**config.mk**
```make
export PLATFORM = sky130hd
export DESIGN_NAME = fifo_write_arbiter_flat
export DESIGN_NICKNAME = d
export VERILOG_FILES = /design/src/rtl/fifo_arb_pkg.sv /design/src/rtl/fifo_write_arbiter_if.sv /design/src/rtl/fifo_rr_pick.sv /design/src/rtl/fifo_write_arbiter.sv /design/src/flat_wrapper.sv
export SDC_FILE = /design/constraint.sdc
export NUM_CORES = 1
export LEC_CHECK = 0
export ABC_AREA = 1
export CAP_MARGIN = 5
export CORE_ASPECT_RATIO = 0.6
export CORE_MARGIN = 2
export CORE_UTILIZATION = 33
export DETAILED_ROUTE_END_ITERATION = 12
export PLACE_DENSITY = 0.92
export REMOVE_ABC_BUFFERS = 1
export SETUP_SLACK_MARGIN = 0.1
export SLEW_MARGIN = 40
export SYNTH_ARGS = -nofsm -noshare
export SYNTH_HDL_FRONTEND = slang
export SYNTH_SLANG_ARGS = --single-unit
```
**constraint.sdc**
```tcl
create_clock -name clk -period 2.4 [get_ports clk]
set_input_delay 0.24 -clock clk [delete_from_list [all_inputs] [get_ports clk]]
set_output_delay 0.24 -clock clk [all_outputs]
set_load 0.01 [all_outputs]
```
**src/rtl/fifo_arb_pkg.sv**
```systemverilog
// rtl/fifo_arb_pkg.sv - shared types and round-robin helper for the FIFO write arbiter
package fifo_arb_pkg;

    typedef enum logic {
        ARB_IDLE  = 1'b0,
        ARB_BURST = 1'b1
    } arb_state_t;

    localparam int unsigned RR_MAX_REQ = 32;
    localparam int unsigned RR_IDX_W   = 5;

    // First set bit of mask strictly after ptr, wrapping modulo n; ptr itself is checked last.
    function automatic logic [RR_IDX_W-1:0] rr_next(
        input logic [RR_MAX_REQ-1:0] mask,
        input int unsigned           ptr,
        input int unsigned           n
    );
        logic                hit;
        logic [RR_IDX_W-1:0] idx;
        rr_next = '0;
        hit     = 1'b0;
        for (int unsigned k = 1; k <= RR_MAX_REQ; k++) begin
            idx = RR_IDX_W'((ptr + k) % n);
            if (k <= n && !hit && mask[idx]) begin
                rr_next = idx;
                hit     = 1'b1;
            end
        end
    endfunction

endpackage

```
**src/rtl/fifo_write_arbiter_if.sv**
```systemverilog
// rtl/fifo_write_arbiter_if.sv - producer and FIFO write-side signals of the arbiter
interface fifo_write_arbiter_if #(
    parameter int NUM_REQ    = 4,
    parameter int DATA_WIDTH = 32
);
    logic [NUM_REQ-1:0]            req_valid;
    logic [NUM_REQ-1:0]            req_last;
    logic [NUM_REQ*DATA_WIDTH-1:0] req_data;
    logic [NUM_REQ-1:0]            req_ready;
    logic                          fifo_wr_en;
    logic [DATA_WIDTH-1:0]         fifo_wr_data;
    logic                          fifo_full;
    logic                          fifo_overflow;

    // master: producers plus FIFO status; slave: the arbiter
    modport master (
        output req_valid, req_last, req_data, fifo_full, fifo_overflow,
        input  req_ready, fifo_wr_en, fifo_wr_data
    );

    modport slave (
        input  req_valid, req_last, req_data, fifo_full, fifo_overflow,
        output req_ready, fifo_wr_en, fifo_wr_data
    );
endinterface

```
**src/rtl/fifo_rr_pick.sv**
```systemverilog
// rtl/fifo_rr_pick.sv - combinational rotating-priority picker
module fifo_rr_pick
    import fifo_arb_pkg::*;
#(
    parameter int NUM_REQ = 4,
    parameter int IDX_W   = $clog2(NUM_REQ)
) (
    input  logic [NUM_REQ-1:0] valid,
    input  logic [IDX_W-1:0]   ptr,
    output logic               found,
    output logic [IDX_W-1:0]   index
);

    assign found = |valid;
    assign index = IDX_W'(rr_next(RR_MAX_REQ'(valid), 32'(ptr), 32'(NUM_REQ)));

endmodule

```
**src/rtl/fifo_write_arbiter.sv**
```systemverilog
// rtl/fifo_write_arbiter.sv - round-robin burst arbiter sharing one FIFO write port
module fifo_write_arbiter
    import fifo_arb_pkg::*;
#(
    parameter  int NUM_REQ    = 4,
    parameter  int DATA_WIDTH = 32,
    parameter  int MAX_BURST  = 4,
    localparam int IDX_W      = $clog2(NUM_REQ)
) (
    input  logic                 clk,
    input  logic                 reset,
    fifo_write_arbiter_if.slave  bus,
    output logic [NUM_REQ-1:0]   grant,
    output logic [IDX_W-1:0]     owner_id,
    output logic                 err_overflow
);

    localparam int CNT_W = $clog2(MAX_BURST) + 1;

    arb_state_t           state, state_n;
    logic [NUM_REQ-1:0]   grant_n;
    logic [IDX_W-1:0]     owner_n;
    logic [IDX_W-1:0]     rr_ptr, rr_ptr_n;
    logic [CNT_W-1:0]     beat_cnt, beat_cnt_n;
    logic [IDX_W-1:0]     pick_ptr, pick_idx;
    logic                 pick_found;
    logic                 owner_valid, owner_last, accept, at_limit, release_now;
    logic [NUM_REQ-1:0]   ready_v;
    logic                 wr_en_v;

    assign owner_valid = |(bus.req_valid & grant);
    assign owner_last  = |(bus.req_last & grant);
    assign accept      = wr_en_v;
    assign at_limit    = (beat_cnt == CNT_W'(MAX_BURST - 1));
    assign release_now = (state == ARB_BURST) &&
                         (!owner_valid || (accept && (owner_last || at_limit)));

    // Searching from the owner's index puts it last in line, so it only
    // re-wins when no other producer is valid.
    assign pick_ptr = (state == ARB_BURST) ? owner_id : rr_ptr;

    fifo_rr_pick #(
        .NUM_REQ (NUM_REQ),
        .IDX_W   (IDX_W)
    ) u_pick (
        .valid (bus.req_valid),
        .ptr   (pick_ptr),
        .found (pick_found),
        .index (pick_idx)
    );

    always_ff @(posedge clk) begin
        if (reset) begin
            state        <= ARB_IDLE;
            grant        <= '0;
            owner_id     <= '0;
            beat_cnt     <= '0;
            rr_ptr       <= IDX_W'(NUM_REQ - 1);
            err_overflow <= 1'b0;
        end else begin
            state        <= state_n;
            grant        <= grant_n;
            owner_id     <= owner_n;
            beat_cnt     <= beat_cnt_n;
            rr_ptr       <= rr_ptr_n;
            err_overflow <= err_overflow | bus.fifo_overflow;
        end
    end

    always_comb begin
        state_n    = state;
        grant_n    = grant;
        owner_n    = owner_id;
        rr_ptr_n   = rr_ptr;
        beat_cnt_n = beat_cnt;
        case (state)
            ARB_IDLE: begin
                if (pick_found) begin
                    state_n    = ARB_BURST;
                    grant_n    = NUM_REQ'(1) << pick_idx;
                    owner_n    = pick_idx;
                    beat_cnt_n = '0;
                end
            end
            ARB_BURST: begin
                if (release_now) begin
                    rr_ptr_n   = owner_id;
                    beat_cnt_n = '0;
                    if (pick_found) begin
                        grant_n = NUM_REQ'(1) << pick_idx;
                        owner_n = pick_idx;
                    end else begin
                        state_n = ARB_IDLE;
                        grant_n = '0;
                    end
                end else if (accept) begin
                    beat_cnt_n = beat_cnt + CNT_W'(1);
                end
            end
            default: begin
                state_n = ARB_IDLE;
                grant_n = '0;
            end
        endcase
    end

    always_comb begin
        ready_v          = grant & {NUM_REQ{~bus.fifo_full}};
        wr_en_v          = |(bus.req_valid & ready_v);
        bus.req_ready    = ready_v;
        bus.fifo_wr_en   = wr_en_v;
        bus.fifo_wr_data = '0;
        for (int i = 0; i < NUM_REQ; i++) begin
            if (wr_en_v && owner_id == IDX_W'(i)) begin
                bus.fifo_wr_data = bus.req_data[i*DATA_WIDTH +: DATA_WIDTH];
            end
        end
    end

endmodule

```
**src/flat_wrapper.sv**
```systemverilog
// flat-port wrapper written by rule: the top's interface ports become plain ports
module fifo_write_arbiter_flat import fifo_arb_pkg::*;
#(
    parameter  int NUM_REQ    = 4,
    parameter  int DATA_WIDTH = 32,
    parameter  int MAX_BURST  = 4,
    localparam int IDX_W      = $clog2(NUM_REQ)
)
  (clk, reset, grant, owner_id, err_overflow, bus_req_valid, bus_req_last, bus_req_data, bus_fifo_full, bus_fifo_overflow, bus_req_ready, bus_fifo_wr_en, bus_fifo_wr_data);
  fifo_write_arbiter_if #(.NUM_REQ(NUM_REQ), .DATA_WIDTH(DATA_WIDTH)) bus_i ();
  input  logic clk;
  input  logic reset;
  output logic [NUM_REQ-1:0] grant;
  output logic [IDX_W-1:0] owner_id;
  output logic err_overflow;
  input wire logic [$bits(bus_i.req_valid)-1:0] bus_req_valid;
  input wire logic [$bits(bus_i.req_last)-1:0] bus_req_last;
  input wire logic [$bits(bus_i.req_data)-1:0] bus_req_data;
  input wire logic [$bits(bus_i.fifo_full)-1:0] bus_fifo_full;
  input wire logic [$bits(bus_i.fifo_overflow)-1:0] bus_fifo_overflow;
  output wire logic [$bits(bus_i.req_ready)-1:0] bus_req_ready;
  output wire logic [$bits(bus_i.fifo_wr_en)-1:0] bus_fifo_wr_en;
  output wire logic [$bits(bus_i.fifo_wr_data)-1:0] bus_fifo_wr_data;
  assign bus_i.req_valid = bus_req_valid;
  assign bus_i.req_last = bus_req_last;
  assign bus_i.req_data = bus_req_data;
  assign bus_i.fifo_full = bus_fifo_full;
  assign bus_i.fifo_overflow = bus_fifo_overflow;
  assign bus_req_ready = bus_i.req_ready;
  assign bus_fifo_wr_en = bus_i.fifo_wr_en;
  assign bus_fifo_wr_data = bus_i.fifo_wr_data;
  fifo_write_arbiter #(.NUM_REQ(NUM_REQ), .DATA_WIDTH(DATA_WIDTH), .MAX_BURST(MAX_BURST)) u_core (.clk(clk), .reset(reset), .bus(bus_i), .grant(grant), .owner_id(owner_id), .err_overflow(err_overflow));
endmodule
```
# Word-level counts from Yosys, hierarchy flattened
# Cells that the tools add are included.
[totals]
register_bits = 13
inputBits = 140
wordCells = 87
[op_classes]
n_addsub = 5
n_lt_le_gt_ge = 4
eq_ne = 7
n_shift = 1
mux = 34
bitwise_logic = 7
reduce_logical = 23
[ops]
columns = ["op", "count"]
rows = [
  ["32-bit 2-to-1 mux", 4],
  ["2-bit by 6-bit less-than comparator with 1-bit output, second input constant", 4],
  ["4-bit bitwise AND", 4],
  ["4-bit OR reduction", 4],
  ["2-bit 2-to-1 mux", 7],
  ["4-bit 2-to-1 mux", 3],
  ["1-bit logical AND", 9],
  ["1-bit 2-to-1 mux", 9],
  ["3-bit 2-to-1 mux", 3],
  ["1-bit binary-select mux with 2-bit select", 4],
  ["4-bit case mux with 2 select lines", 1],
  ["3-bit case mux with 2 select lines", 1],
  ["2-bit AND reduction", 3],
  ["2-bit by 1-bit adder with 2-bit output, second input constant", 2],
  ["2-bit adder, second input constant", 2],
  ["2-bit == test, second input constant", 2],
  ["1-bit logical NOT", 4],
  ["2-bit case mux with 2 select lines", 1],
  ["1-bit by 2-bit left shift with 4-bit output, first input constant", 1],
  ["3-bit by 1-bit adder with 3-bit output, second input constant", 1],
  ["3-bit by 2-bit == test with 1-bit output, second input constant", 1],
  ["3-bit inequality test, second input constant", 1],
  ["2-bit by 1-bit == test with 1-bit output, second input constant", 1],
  ["2-bit logical NOT", 1],
  ["6 further kinds", 8],
]

# Depth between registers and ports, before layout
# Gate-level depths: netlist (run 1).
[logic_depth]
word_depth = 18
mapped_depth = 15
depth_no_buf = 14

# Modules after synthesis
# Synthesis (run 1) repeated with hierarchy kept, for this count alone.
[unflattened]
cells_unflattened = 346
hier_area_um2 = 2184.6
[modules_own_cells]
columns = ["mod", "instances", "cells_per_inst", "area_per_inst_um2"]
rows = [
  ["fifo_write_arbiter", 1, 296, 1883.1],
  ["fifo_rr_pick", 1, 50, 301.5],
]

# Worst setup path before layout (run 1)
# OpenSTA, ideal clock, no wires.
[synth_timing]
kind = "reg2out"
start = "register u_core.grant[1]"
end = "output port bus_fifo_wr_data[10]"
arrival_ps = 1614
path_slack_ps = 546
stages_incl_launch_ff = 8
path_cell_list = "dfxtp_1 inv_1 o2111ai_1 nand2_1 nor3_1 clkbuf_1 nand2_1 o2111ai_1"
[synth_via]
elab_chain_len = 8
[synth_lines]
columns = ["element", "line", "text"]
rows = [
  ["start, declared", "fifo_write_arbiter.sv:13", "output logic [NUM_REQ-1:0] grant,"],
  ["start signal, assigned", "fifo_write_arbiter.sv:62", "grant <= grant_n;"],
  ["4-bit bitwise AND (*)", "fifo_write_arbiter.sv:108", "ready_v = grant & {NUM_REQ{~bus.fifo_full}};"],
  ["4-bit bitwise AND (*)", "fifo_write_arbiter.sv:109", "wr_en_v = |(bus.req_valid & ready_v);"],
  ["4-bit OR reduction (*)", "fifo_write_arbiter.sv:109", ""],
  ["1-bit logical AND", "fifo_write_arbiter.sv:114", "if (wr_en_v && owner_id == IDX_W'(i)) begin"],
  ["32-bit 2-to-1 mux (3 in a row)", "fifo_write_arbiter.sv:114", ""],
  ["32-bit 2-to-1 mux (*)", "fifo_write_arbiter.sv:114", ""],
  ["end, declared", "flat_wrapper.sv:23", "output wire logic [$bits(bus_i.fifo_wr_data)-1:0] bus_fifo_wr_data;"],
]
# Every way passes the cells marked *; elsewhere a longest branch is shown, timed or not.

# Worst setup path in the final report (run 1)
[layout_timing]
start = "input port bus_req_valid[1]"
end = "output port bus_fifo_wr_en"
[layout_via]
elab_chain_len = 2
[layout_lines]
columns = ["element", "line", "text"]
rows = [
  ["start, declared", "flat_wrapper.sv:16", "input wire logic [$bits(bus_i.req_valid)-1:0] bus_req_valid;"],
  ["4-bit bitwise AND", "fifo_write_arbiter.sv:109", ""],
  ["4-bit OR reduction", "fifo_write_arbiter.sv:109", ""],
  ["end, declared", "flat_wrapper.sv:22", "output wire logic [$bits(bus_i.fifo_wr_en)-1:0] bus_fifo_wr_en;"],
]
# Every way passes these cells.

==> results of run 1 <==
==> logic make-up after synthesis <==
group	synth area share, %
fa+ha+maj	1.29
flops	13.5
simple gates	49.9
buf+inv	15.1
compound gates	20.2
==> layout by cell type (no fill, tap or decap), types with 2 or more instances in the layout <==
master	Yosys	layout
nand2_1	122	121
nand2_4	2	2
a21oi_1	11	11
buf_6	1	4
nand3_1	17	16
nor3_4	0	2
buf_4	0	16
inv_2	3	3
inv_1	52	52
nand2_2	9	10
o2111ai_2	0	2
ha_1	2	2
buf_12	0	2
o2111ai_1	33	31
clkdlybuf4s50_1	0	151
dfxtp_1	13	12
o21ai_0	4	4
o221ai_1	2	2
clkbuf_8	0	3
nor2_1	9	9
buf_2	0	31
nand4_1	36	36
nand3_2	4	4
==> metal layers <==
metal / up-vias / track usage, % / wire length [um]
met5: - / 0 / 0
met4: 0 / 7.73 / 316
met3: 38 / 5.88 / 1140
met2: 217 / 50.1 / 5010
met1: 1466 / 38.5 / 4080
li1: 1585 / - / -
==> power breakdown <==
group	total [W]	internal [W]	switching [W]
sequential	0.000325	0.000272	0.0000528
combinational	0.00176	0.000755	0.00100
clock	0.000197	0.000117	0.0000801
total	0.00228	0.00114	0.00114
==> worst max-delay path by stage <==
stage	end	slack (ns)	from	cells past startpoint
final	bus_fifo_wr_en	0.11	bus_req_valid[1]	7
after global routing	bus_fifo_wr_data[26]	0.04	bus_req_valid[1]	10
after CTS	bus_fifo_wr_data[16]	0.09	bus_req_valid[1]	9
after detailed placement	bus_fifo_wr_data[3]	-0.30	bus_req_valid[1]	9
after global placement	bus_fifo_wr_data[3]	-0.16	bus_req_valid[1]	9
after floorplan	bus_fifo_wr_data[0]	-0.66	u_core.owner_id[0]$_SDFFE_PP0P_	4
==> area by class of cell <==
class / instances / share of cell area, %
clock buffers: 4 / 1.13
inverters: 56 / 5.28
multi-input cells: 259 / 35.9
flip-flops and latches: 13 / 6.56
well taps: 80 / 2.51
repair buffers: 207 / 48.6
==> flip-flops by register name, summed over array words and instances, names as in the netlist <==
| signal | cells |
|---|---|
| u_core.beat_cnt | 3 |
| u_core.err_overflow | 1 |
| u_core.grant | 4 |
| u_core.owner_id | 2 |
| u_core.rr_ptr | 2 |
| u_core.state | 1 |
==> timing repair <==
action | CTS | global route
gates cloned | 1 | 1
setup buffers | 1 | 1
pin swaps | 2 | 2
setup endpoints to repair | 32 | 31
resized for setup | 106 | 36
==> metrics by stage <==
stage,hold WS [ns],std cells
after global placement,0.451,611
after floorplan,0.309,328
after CTS,0.468,617
after detailed placement,0.459,611
after global routing,0.485,619
final,0.463,619
==> tightest hold or removal path, delay by kind of cell (launching register included) <==
family          cells  cell delay [ns]
flops               1             0.31
simple gates        1             0.06
compound gates      1             0.05
==> results by group, run 1 <==
Outcome
  – Status: finished, final reports clean

Placed design
  – Port Buf Inserts: roughly 180
  – RePlAce Congestion: just under 0.9
  – DP Wirelength: 8050 um
  – Pre-CTS setup slack: -0.298 ns
  – Cell Area, Placed: a little under 4000 um2

Synthesis
  – Post-synth top area cell: nand2_1
  – Fraction of registers with async set/reset: 0%
  – Leading post-synthesis cells by instance count: nand2_1 (122), inv_1 (52), nand4_1 (36)
  – Most frequent cell after synthesis: nand2_1
  – Warnings from Yosys: 0
  – Synthesized area per cell: around 5.6 um2
  – Most used DFF post-synth: dfxtp_1
  – Yosys cell types: 25
  – Cells after synthesis: around 350
  – Synth Register Bits: 13
  – Synth top area share: roughly a quarter
  – Syn Std Cell Area: around 1900 um2
  – Sequential share of the synthesized area: between 10% and 20%
  – Dominant cells by area after synthesis: nand2_1 (24%), o2111ai_1 (15%), dfxtp_1 (13%)
  – Number of synthesized flops with an enable pin: 0

Clocking
  – Clk slew on worst S/H paths: approximately 0.050 ns
  – Clock Path Buffers: 2
  – CTS root buf: clkbuf_8
  – Clock Latency Late Sink: approximately 0.25 ns
  – Hold_buf cts: 0
  – CTS tree: yes
  – Total CTS buffers: 3
  – Clock Sinks: 13
  – CTS HTree Levels: 1

Power and ir drop
  – Pwr per Cell Area: about 570 nW/um2
  – Leakage: roughly 1.8 nW
  – Design Power: roughly 0.0023 W
  – Max rail drop VDD: approximately 400 uV

Global routing
  – Overflow after GRT: 0
  – First-pass GRT wire length: about 15000 um
  – Vias in the first global route: 3003
  – Initial antenna violation count: 0
  – Total GRT Usage: around 30%
  – Largest net degree at the start of global routing: 33

Finish
  – Sequential Area: 262 um2
  – Diode count: 0
  – Fin nets: between 600 and 700
  – Design area: 3980 um2
  – Filler Cells Inserted: slightly below 500
  – Layout cell share with drive strength beyond 1: ~16%
  – Area of the multi-input gates: about 1400 um2
  – Synthesis-to-layout area growth: 106%
  – Final core occ: between 70% and 80%

Critical path
  – Worst R2R End: u_core.grant[3]$_SDFFE_PP0P_
  – Critical Path End Type: output pin
  – Worst path max stage delay: 0.57 ns
  – CP max stage cell: clkdlybuf4s50_1
  – Crit Path Category: primary input to output pin
  – Reg2Reg Setup Slack: ~0.2 ns
  – CP startpoint kind: primary input
  – R2r startpoint: u_core.owner_id[0]$_SDFFE_PP0P_
  – Cell depth of the worst flop-to-flop path: 14
  – Critical Path AT: approximately 2.1 ns
  – Buffers & Inverters on Critical Path: 5
  – Req. time, crit path: around 2.2 ns
  – Cell Chain, Critical Path: clkdlybuf4s50_1, inv_1, o2111ai_2, nand2_2, inv_2, buf_4, clkdlybuf4s50_1
  – Delay-heaviest family, CP: buffers and inverters
  – Crit-path max FO: 14
  – Most frequent CP cell: clkdlybuf4s50_1

Timing
  – Final Max Tran Viols: 0
  – Final period util: between 90% and 100%
  – Final setup fails: 0
  – Fin crit period: ~2.3 ns
  – RSZ-0062 raised after global routing: yes
  – Tightest Pin Transition: 0.448 ns
  – Post-route worst setup slack: about 0.11 ns
  – Final hold vios: 0
  – Skew final: between 0.008 and 0.009 ns
  – Rel. slew slack: 69.8%
  – Fmax: around 440 MHz
  – Setup TNS Final: 0 ns

Die
  – DIE WIDTH: slightly above 100 um
  – Row count: 21
  – Die Ht: 63.3 um
  – Core area: between 5000 and 6000 um2
  – Die area: 6510 um2
  – Ports: 184
  – Initial Utilization: between 30% and 40%

Routing
  – Post-DRT Antenna Nets: 0
  – DR vias: 3306
  – Wirelength, routed: ~11000 um
  – DR WL/cell: between 15 and 20 um
  – Initial drt markers: ~240
  – Drt drc: 0
  – Pre-Repair DR Iteration Count: 7
  – Vias per inst: between 5 and 6

Worst hold path
  – WHS Path Cells: 2
  – Worst Hold Launch: u_core.beat_cnt[1]$_SDFFE_PP0P_
  – Worst Hold Path EP: u_core.beat_cnt[1]$_SDFFE_PP0P_
  – Worst hold path class: flip-flop to flip-flop

Run
  – MaxCap Viol Count: 0
Note: power is estimated with default switching activity, not from simulation.
==> run 2, diff against run 1 <==
Settings changed: CORE_UTILIZATION 33 to 45, DONT_BUFFER_PORTS set to 1, GPL_ROUTABILITY_DRIVEN set to 0, PLACE_DENSITY 0.92 to 0.65.
==> run 2 against run 1 <==
Effect of this change: power fell by 16%; highest routed layer unchanged; hold slack got worse by 0.41 ns; largest cell class is now multi-input combinational cells; register-to-register slack improved by 0.19 ns; sequential share of layout area rose by 4.6 points; largest power group unchanged.
==> results by group, run 2 (synthesis results as in run 1) <==
Outcome
  – Status: finished, final reports clean

Finish
  – Most frequent cells in the layout: nand2_1 (121), inv_1 (51), buf_4 (42)
  – Design area: ~2400 um2
  – Commonest non-fill, non-tap cell in the layout: nand2_1
  – Layout cell share with drive strength beyond 1: between 20 and 25%
  – Area of the multi-input gates: about 1400 um2
  – Biggest regs: u_core.grant: 4 flops, u_core.beat_cnt: 3 flops
  – Diode count: 0
  – Max reg flops: 4
  – Fin nets: 520
  – Sequential Area: between 200 and 300 um2
  – Filler Cells Inserted: 437
  – Synthesis-to-layout area growth: 22.1%
  – Largest reg by FF count: u_core.grant

Critical path
  – Critical Path AT: 1.94 ns
  – CP max stage cell: dfxtp_2
  – Worst path max stage delay: approximately 0.37 ns
  – Req. time, crit path: between 2 and 2.5 ns
  – Cell Chain, Critical Path: inv_1, o2111ai_1, nand2_2, inv_4, nand3_1, buf_4, o2111ai_1, buf_4
  – Worst path depth: 8
  – Crit Path Category: flip-flop to output pin
  – Delay-heaviest family, CP: buffers and inverters
  – CP startpoint kind: flip-flop
  – Cell depth of the worst flop-to-flop path: 12
  – CP Launch Point: u_core.grant[1]$_SDFFE_PP0P_
  – R2r startpoint: u_core.state$_SDFF_PP0_
  – Crit-path max FO: 32
  – Buffers & Inverters on Critical Path: 4
  – Critical Path End Type: output pin

Timing
  – Final period util: 90.8%
  – Fmax: between 400 and 500 MHz
  – Rel. slew slack: between 60 and 70%
  – Skew final: a little over 0.001 ns
  – Final Max Tran Viols: 0
  – Tightest Pin Transition: 0.517 ns
  – Fin crit period: approximately 2.2 ns
  – RSZ-0062 raised after global routing: no
  – Final setup fails: 0
  – Final hold vios: 0

Power and ir drop
  – Design Power: around 0.0019 W
  – Max rail drop VDD: about 450 uV
  – Leakage: about 1.1 nW
  – Pwr per Cell Area: 808 nW/um2

Clocking
  – Clock Path Buffers: 2
  – Clock Latency Late Sink: between 0.2 and 0.3 ns
  – CTS root buf: clkbuf_8
  – Clk slew on worst S/H paths: ~0.06 ns
  – Clock Sinks: 13
  – CTS tree: yes
  – Total CTS buffers: 3
  – CTS HTree Levels: 1

Routing
  – Wirelength, routed: 7190 um
  – Pre-Repair DR Iteration Count: 4
  – Vias per inst: ~6
  – DR WL/cell: 16.5 um
  – Initial drt markers: between 100 and 150
  – Drt drc: 0
  – DR vias: roughly 2.6k
  – Post-DRT Antenna Nets: 0

Die
  – Initial Utilization: 46.9%
  – Ports: 184
  – Row count: 18
  – Die area: a little under 5000 um2
  – Core area: 4120 um2
  – DIE WIDTH: between 80 and 90 um
  – Die Ht: approximately 55 um

Global routing
  – Vias in the first global route: just under 2k
  – Overflow after GRT: 0
  – First-pass GRT wire length: between 9000 and 10000 um
  – Total GRT Usage: between 20% and 30%
  – Largest net degree at the start of global routing: 33
  – Initial antenna violation count: 0

Placed design
  – Cell Area, Placed: about 2200 um2
  – Port Buf Inserts: 0
  – DP Wirelength: 5520 um

Worst hold path
  – Worst Hold Launch: reset
  – Worst hold path class: primary input to flip-flop
  – WHS Path Cells: 1

Run
  – MaxCap Viol Count: 0
-- run 2: changes by cell type in the layout (fill, tap and decap cells not counted), sizes merged --
cell	previous run	this run
clkdlybuf4s50	151	0
buf	54	45
clkbuf	5	4
clkdlybuf4s15	1	0
clkinvlp	0	1
inv	55	54
-- run 2: metrics by stage --
step	std cells	util (%)	setup TNS, ns	hold WS (ns)	setup slack [ns]
global placement	428	54.3	0	0.313	0.310
floorplan	328	-	-21.05	0.309	-0.658
CTS	434	55.8	0	0.0523	0.145
detailed placement	428	54.3	0	0.315	0.302
finish	437	57.3	0	0.0488	0.220
global route	437	57.3	0	0.0390	0.110
-- run 2: where the power goes --
group	internal [W]	switching, W	leakage [nW]
Combinational	0.000496	0.000859	0.988
Clock	0.000118	0.0000881	0.0228
Sequential	0.000273	0.0000735	0.108
Total	0.000887	0.00102	1.12
-- run 2: worst reg2reg max path, delay by kind of cell, from the launching register on --
family | cells | cell delay, ns
AND/OR/NAND/NOR | 11 | 1.30
AO/OA/AOI/OAI | 1 | 0.14
flip-flops | 1 | 0.49
-- run 2: worst paths after layout --
path         slack, ns                               to
min reg2reg       0.46  u_core.beat_cnt[1]$_SDFFE_PP0P_
max               0.22             bus_fifo_wr_data[11]
max reg2reg       0.39     u_core.grant[3]$_SDFFE_PP0P_
min               0.05     u_core.grant[1]$_SDFFE_PP0P_
-- run 2: final cells by class --
| type | instances | share of cell area, % |
|---|---|---|
| inverter | 56 | 9.17 |
| tap | 60 | 3.18 |
| sequential | 13 | 11.1 |
| clock buffer | 4 | 1.91 |
| timing repair buffer | 45 | 14.8 |
| multi-input combinational | 259 | 59.8 |
-- run 2: routing by layer --
metal / up-vias / track usage (%) / wire length, um
met2: 145 / 35.9 / 3280
met1: 1227 / 38.7 / 3160
met4: 0 / 4.55 / 62
met3: 7 / 5.28 / 691
met5: - / 0 / 0
li1: 1260 / - / -
-- run 2: timing repair --
| item | CTS | global route |
|---|---|---|
| gates resized for setup | 1 | 12 |
| hold buffers | 0 | 0 |
| pin swaps | 0 | 0 |
| cloned | 0 | 1 |
| endpoints found under the setup margin | 32 | 33 |
| setup buffers | 2 | 2 |
